$ cat src/rtl/branch_stall_unit.sv
// -----------------------------------------------------------------------------
// branch_stall_unit
//
// Purpose:
//   ID-stage hazard detector for the 5-stage MIPS pipeline. It keeps a private
//   two-slot shadow of the destination registers in flight (EX and MEM) and
//   holds the ID stage until a branch operand, or an operand that depends on a
//   load, can be forwarded. The branch forwarding network only consumes the
//   EX/MEM and MEM/WB results, so this unit is its producer-side counterpart.
//
// Ports:
//   clock         in   pipeline clock, rising edge
//   reset_n       in   asynchronous active-low reset
//   id_valid      in   IF/ID holds a real instruction
//   id_op         in   [5:0] opcode in IF/ID
//   id_rs         in   [4:0] rs field in IF/ID
//   id_rt         in   [4:0] rt field in IF/ID
//   id_rd         in   [4:0] resolved destination of the ID instruction
//   id_regwrite   in   ID instruction writes a register
//   id_memread    in   ID instruction is a load
//   flush         in   redirect: squash the ID instruction this cycle
//   stall         out  ID held this cycle
//   pc_write      out  PC write enable (~stall)
//   ifid_write    out  IF/ID write enable (~stall)
//   idex_bubble   out  insert a NOP into ID/EX (stall | flush)
//   stall_cycles  out  [CNT_W-1:0] saturating count of stalled cycles
//                      (present only when BRANCH_STALL_STATS_EN is defined)
//
// Build option:
//   BRANCH_STALL_STATS_EN - when defined, adds the stall_cycles port and its
//   saturating counter. All other behaviour is identical either way.
// -----------------------------------------------------------------------------
module branch_stall_unit #(
  parameter logic [5:0] BEQ_OP = 6'b000100,
  parameter logic [5:0] BNE_OP = 6'b000101,
  parameter int         CNT_W  = 16
) (
  input  logic             clock,
  input  logic             reset_n,
  input  logic             id_valid,
  input  logic [5:0]       id_op,
  input  logic [4:0]       id_rs,
  input  logic [4:0]       id_rt,
  input  logic [4:0]       id_rd,
  input  logic             id_regwrite,
  input  logic             id_memread,
  input  logic             flush,
  output logic             stall,
  output logic             pc_write,
  output logic             ifid_write,
  output logic             idex_bubble
`ifdef BRANCH_STALL_STATS_EN
  ,
  output logic [CNT_W-1:0] stall_cycles
`endif
);

  localparam logic [5:0] J_OP   = 6'b000010;
  localparam logic [5:0] JAL_OP = 6'b000011;

  typedef enum logic [1:0] {
    IDLE   = 2'd0,
    STALL1 = 2'd1,
    STALL2 = 2'd2
  } state_e;

  // Shadow slots: valid bits are control (reset), rd/ld are data (no reset).
  logic       ex_v_q,  ex_v_d;
  logic [4:0] ex_rd_q, ex_rd_d;
  logic       ex_ld_q, ex_ld_d;
  logic       mem_v_q,  mem_v_d;
  logic [4:0] mem_rd_q, mem_rd_d;
  logic       mem_ld_q, mem_ld_d;

  state_e     state_q, state_d;
  state_e     cur_state;

  // Decode of the ID instruction
  logic       is_branch;
  logic       is_jump;
  logic       uses_src;
  logic       rs_live;
  logic       rt_live;

  // Slot matches and hazard classes
  logic       ex_hit;
  logic       mem_hit;
  logic       haz_one;
  logic       haz_two;
  logic       stall_int;

  // ---------------------------------------------------------------------------
  // ID decode and operand matching against the shadow slots
  // ---------------------------------------------------------------------------
  always_comb begin
    is_branch = id_valid && ((id_op == BEQ_OP) || (id_op == BNE_OP));
    is_jump   = (id_op == J_OP) || (id_op == JAL_OP);
    // Jumps carry no register operands in rs/rt, so their fields are ignored.
    uses_src  = id_valid && (is_branch || !is_jump);
    // Register 0 is hard-wired and is never a real dependency.
    rs_live   = uses_src && (id_rs != 5'd0);
    rt_live   = uses_src && (id_rt != 5'd0);

    ex_hit  = ex_v_q  && ((rs_live && (ex_rd_q  == id_rs)) ||
                          (rt_live && (ex_rd_q  == id_rt)));
    mem_hit = mem_v_q && ((rs_live && (mem_rd_q == id_rs)) ||
                          (rt_live && (mem_rd_q == id_rt)));
  end

  // ---------------------------------------------------------------------------
  // Hazard classification. The EX slot is the youngest producer, so when it
  // matches it alone decides; the MEM slot only matters when EX misses.
  //   branch + EX ALU result  : 1 cycle (then EX/MEM forward covers it)
  //   branch + EX load        : 2 cycles (wait for MEM/WB)
  //   branch + MEM load       : 1 cycle
  //   other  + EX load        : 1 cycle (classic load-use)
  // ---------------------------------------------------------------------------
  always_comb begin
    haz_two = is_branch && ex_hit && ex_ld_q;
    haz_one = (is_branch && ex_hit && !ex_ld_q) ||
              (is_branch && !ex_hit && mem_hit && mem_ld_q) ||
              (!is_branch && ex_hit && ex_ld_q);
    // A redirect squashes the ID instruction, so there is nothing to hold.
    stall_int = (haz_one || haz_two) && !flush;
  end

  always_comb begin
    stall       = stall_int;
    pc_write    = !stall_int;
    ifid_write  = !stall_int;
    idex_bubble = stall_int || flush;
  end

  // ---------------------------------------------------------------------------
  // Shadow pipeline next-state: MEM takes EX, EX takes the ID instruction only
  // when it actually advances and produces a non-zero destination.
  // ---------------------------------------------------------------------------
  always_comb begin
    ex_v_d   = id_valid && !stall_int && !flush &&
               id_regwrite && (id_rd != 5'd0);
    ex_rd_d  = id_rd;
    ex_ld_d  = id_memread;
    mem_v_d  = ex_v_q;
    mem_rd_d = ex_rd_q;
    mem_ld_d = ex_ld_q;
  end

  always_ff @(posedge clock or negedge reset_n) begin
    if (!reset_n) begin
      ex_v_q  <= 1'b0;
      mem_v_q <= 1'b0;
    end else begin
      ex_v_q  <= ex_v_d;
      mem_v_q <= mem_v_d;
    end
  end

  always_ff @(posedge clock) begin
    ex_rd_q  <= ex_rd_d;
    ex_ld_q  <= ex_ld_d;
    mem_rd_q <= mem_rd_d;
    mem_ld_q <= mem_ld_d;
  end

  // ---------------------------------------------------------------------------
  // Hazard tracking state. cur_state is the state the pipeline is in during
  // this cycle: a held stall continues from state_q, otherwise a fresh hazard
  // enters STALL1/STALL2 directly, so it agrees with stall in the same cycle.
  // A squashed or empty ID slot always reads as IDLE.
  // ---------------------------------------------------------------------------
  always_comb begin
    cur_state = IDLE;
    if (flush || !id_valid) begin
      cur_state = IDLE;
    end else if (state_q != IDLE) begin
      cur_state = state_q;
    end else if (haz_two) begin
      cur_state = STALL2;
    end else if (haz_one) begin
      cur_state = STALL1;
    end
  end

  always_comb begin
    state_d = IDLE;
    case (cur_state)
      STALL2:  state_d = STALL1;
      STALL1:  state_d = IDLE;
      default: state_d = IDLE;
    endcase
  end

  always_ff @(posedge clock or negedge reset_n) begin
    if (!reset_n) begin
      state_q <= IDLE;
    end else begin
      state_q <= state_d;
    end
  end

`ifdef BRANCH_STALL_STATS_EN
  // ---------------------------------------------------------------------------
  // Stall statistics: saturating count of edges taken while stalled.
  // ---------------------------------------------------------------------------
  logic [CNT_W-1:0] stall_cycles_q, stall_cycles_d;

  always_comb begin
    stall_cycles_d = stall_cycles_q;
    if (stall_int && (stall_cycles_q != {CNT_W{1'b1}})) begin
      stall_cycles_d = stall_cycles_q + CNT_W'(1);
    end
  end

  always_ff @(posedge clock or negedge reset_n) begin
    if (!reset_n) begin
      stall_cycles_q <= '0;
    end else begin
      stall_cycles_q <= stall_cycles_d;
    end
  end

  assign stall_cycles = stall_cycles_q;
`endif

`ifndef SYNTHESIS
  // While the ID slot keeps the same occupancy, the slot-derived stall and the
  // tracking state must tell the same story.
  property p_stall_tracks_state;
    @(posedge clock) disable iff (!reset_n)
      (id_valid == $past(id_valid)) |-> (stall == (cur_state != IDLE));
  endproperty
  a_stall_tracks_state: assert property (p_stall_tracks_state);
`endif

endmodule

$ cat config.mk
export PLATFORM = sky130hd
export DESIGN_NAME = branch_stall_unit
export DESIGN_NICKNAME = d
export VERILOG_FILES = /design/src/rtl/branch_stall_unit.sv
export SDC_FILE = /design/constraint.sdc
export NUM_CORES = 1
export LEC_CHECK = 0
export ABC_CLOCK_PERIOD_IN_PS = 1800
export CORE_UTILIZATION = 39
export CTS_CLUSTER_DIAMETER = 60
export DETAILED_ROUTE_END_ITERATION = 6
export GPL_TIMING_DRIVEN = 1
export PLACE_DENSITY = 0.86
export SETUP_SLACK_MARGIN = 0.4
export SLEW_MARGIN = 40
export SYNTH_ARGS = -nofsm -noshare
export SYNTH_HDL_FRONTEND = slang
export SYNTH_SLANG_ARGS = --single-unit
$ cat constraint.sdc
create_clock -name clock -period 1.8 [get_ports clock]
set_input_delay 0.18 -clock clock [delete_from_list [all_inputs] [get_ports clock]]
set_output_delay 0.18 -clock clock [all_outputs]
set_load 0.01 [all_outputs]
==> results of run 1 <==
## stage by stage
stage | instances | instance area, sq um
final | 130 | 1300
after global placement | 122 | 1060
after global routing | 130 | 1300
after detailed placement | 122 | 1060
after floorplan | 66 | 671
after CTS | 127 | 1180
## power groups by stage
stage	registers (uW)	logic [uW]	clock network [uW]
final	346	193	221
after global routing	348	206	239
after CTS	342	169	228
after detailed placement	348	157	0
after global placement	346	152	0
after floorplan	344	57.9	0
## flip-flops by register name, indices dropped and copies added, names as in the netlist
name and cells:
ex_v_q 1, mem_ld_q 1, mem_v_q 1, mem_rd_q 5, ex_rd_q 5, ex_ld_q 1
## path summary, 6_finish.rpt
| check | from | end | slack, ns |
|---|---|---|---|
| min in group clock | id_memread | ex_ld_q | 0.34 |
| max reg2reg | ex_rd_q[1] | ex_v_q | 0.03 |
| min | reset_n | ex_v_q | 0.06 |
| max in group asynchronous | reset_n | mem_v_q | 1.62 |
| min reg2reg | ex_ld_q | mem_ld_q | 0.38 |
| max | id_rt[1] | stall | -0.30 |
## cells in the mapped netlist
| cell | count | area (sq um) |
|---|---|---|
| nor4_1 | 4 | 25.0 |
| or2_1 | 1 | 6.26 |
| or3_1 | 1 | 6.26 |
| nand3_1 | 4 | 20.0 |
| dfrtp_1 | 2 | 50.1 |
| nor3_1 | 2 | 10.0 |
| mux2i_1 | 1 | 10.0 |
| nand2b_1 | 2 | 12.5 |
| or4_1 | 3 | 22.5 |
| o21ai_2 | 2 | 17.5 |
| nor2b_1 | 1 | 6.26 |
| xnor2_1 | 20 | 175 |
| dfxtp_1 | 12 | 240 |
| nor2_2 | 2 | 12.5 |
| nand2_1 | 5 | 18.8 |
| o211ai_1 | 1 | 7.51 |
| buf_4 | 1 | 7.51 |
| nor2_1 | 1 | 3.75 |
| o2111ai_1 | 1 | 8.76 |
## layout make-up
type	count	area [sq um]
repair buffers	45	402
clock buffers	4	36.3
multi-input cells	51	538
well taps	16	20.0
flip-flops and latches	14	302
fillers	94	244
## cells by family after synthesis
family | after synthesis
AO/OA/AOI/OAI | 4
XOR/XNOR | 20
buffers and inverters | 1
flip-flops | 14
multiplexers | 1
AND/OR/NAND/NOR | 26
## worst max-delay path, stage by stage
cell and delay [ns]:
clkdlybuf4s15_1 0.19, or4_4 0.55, nor2_4 0.16, nor4_4 0.05
o21ai_2 0.17, mux2i_2 0.31, nor2b_2 0.18, buf_2 0.13
## timing repair
item	CTS	global route
resized for setup	46	35
pin swaps	10	17
hold buffers	0	0
endpoints found under the setup margin	5	5
buffers inserted	1	3
## routing by layer
metal	global-route usage (%)	vias up	part of all wire [%]	wire length [um]
met5	0	-	0	0
met4	9.09	0	1.3	25
met3	3.83	2	2.7	53
met2	41.5	22	57	1120
met1	25.0	317	39	760
li1	-	328	-	-
==> impl_metrics.toml, run 1 <==
[sta]
fin_worst_skew_ns = 0.00132
holdWs_ns = 0.0593
fin_crit_ns = 2.10
finalSetupTns_ns = -1.07
fin_crit_sh_pct = 116
drv_slew = 0
rsz0062_at_grt = "yes"
relSlewSlack_pct = 82.6
max_freq_ghz = 0.477
worst_slew_pin_slew_ns = 0.256
setup_ws_ns = -0.296
setup_viol = 4
hold_viol_final = 0

[routing]
drt_iter0_drc = 4
drt-wirelength-per-cell_um = 15.1
vias = 669
first_pass_iters = 4
wl_mm = 1.96
drc = 0
final_antenna_net_count = 0
vias_per_cell = 5.15

[pwr]
vdd_drop_max_uv = 466
p_comb_share_pct = 25.4
power.total_uw = 759
p_seq_share_pct = 45.5
pwr_density_cell_nw_per_um2 = 585
switching_share_pct = 25.3
p_clk_share_pct = 29.1
cell_internal_pwr_uw = 567
p_switching_uw = 192
p_leak_uw = 0.000531

[die]
die_height_um = 43.2
std_cell_rows = 14
core_sq_um = 1540
start_util_pct = 42.9
num_io_pins = 31
dieArea_sq_um = 1860
dieWidth_um = 43.2

[finish]
final_layout_size_suffix_gt1_share_pct = 52.6
final_cell_mix = "xnor2_1, buf_4, dfxtp_2, clkdlybuf4s50_1"
final_common_cell = "xnor2_1"
area_growth_syn_to_layout_pct = 96.4
fin_util_pct = 84.2
final_nets = 142
diodes = 0

[cts]
root_buffer = "clkbuf_4"
clock-sinks = 14
cts.clk_slew.worst_paths_ns = 0.08
h-tree-depth = 1
cts_tree = "yes"
cts.path.max_buffers = 2
clk_latency_ns = 0.28
numCtsBuffers = 3

[run_status]
violations = "setup timing"
status = "complete, but fails checks"

[synthesis]
syn_nets = 93
yosys_warnings = 0
synth_xor_area_share_pct = 26.5
ys_seq_area_share_pct = 43.9
avgSynthCellArea_sq_um = 10.0
syn_area_sq_um = 661
syn_inst = 66
synth_simple_gate_area_share_pct = 21.8
synth-compound-area-share_pct = 5.11
synthMuxAreaShare_pct = 1.52
synth_cell_types = 19
synth-seq-cells = 14
synth_adder_area_share_pct = 0
synth_top_family_by_area = "XOR/XNOR gates"

[worst_hold_path]
min_path_type = "primary input to async pin"

[place]
dp_hpwl_mm = 1.42
gp_routability_congestion = 0.760
portBuffers = 29
post-place-ws_ns = -0.910

[global_route]
grt_util_all_layers_pct = 22.5
grt_max_degree = 9
grt_pass1_vias = 701
grt_overflow = 0
antenna_found_initial = 0
grt_pass1_wl_mm = 3.01

[worst_setup_path]
cp_max_fo = 4
worst_ep_arrival_time_ns = 1.92
end_kind = "output pin"
path_class = "primary input to output pin"
crit_required_ns = 1.62
rr_worst_depth = 9
crit_path_start_kind = "primary input"

[job]
maxCapViolations = 0
Note: power is estimated with default switching activity, not from simulation.
==> run 2: changes to the inputs <==
--- a/config.mk
+++ b/config.mk
@@ -5,9 +5,9 @@
 export SDC_FILE = /design/constraint.sdc
 export NUM_CORES = 1
 export LEC_CHECK = 0
-export ABC_CLOCK_PERIOD_IN_PS = 1800
 export CORE_UTILIZATION = 39
 export CTS_CLUSTER_DIAMETER = 60
+export CTS_CLUSTER_SIZE = 14
 export DETAILED_ROUTE_END_ITERATION = 6
 export GPL_TIMING_DRIVEN = 1
 export PLACE_DENSITY = 0.86
==> results of run 2 <==
No change in the layout: final DEF, timing and power equal those of run 1.
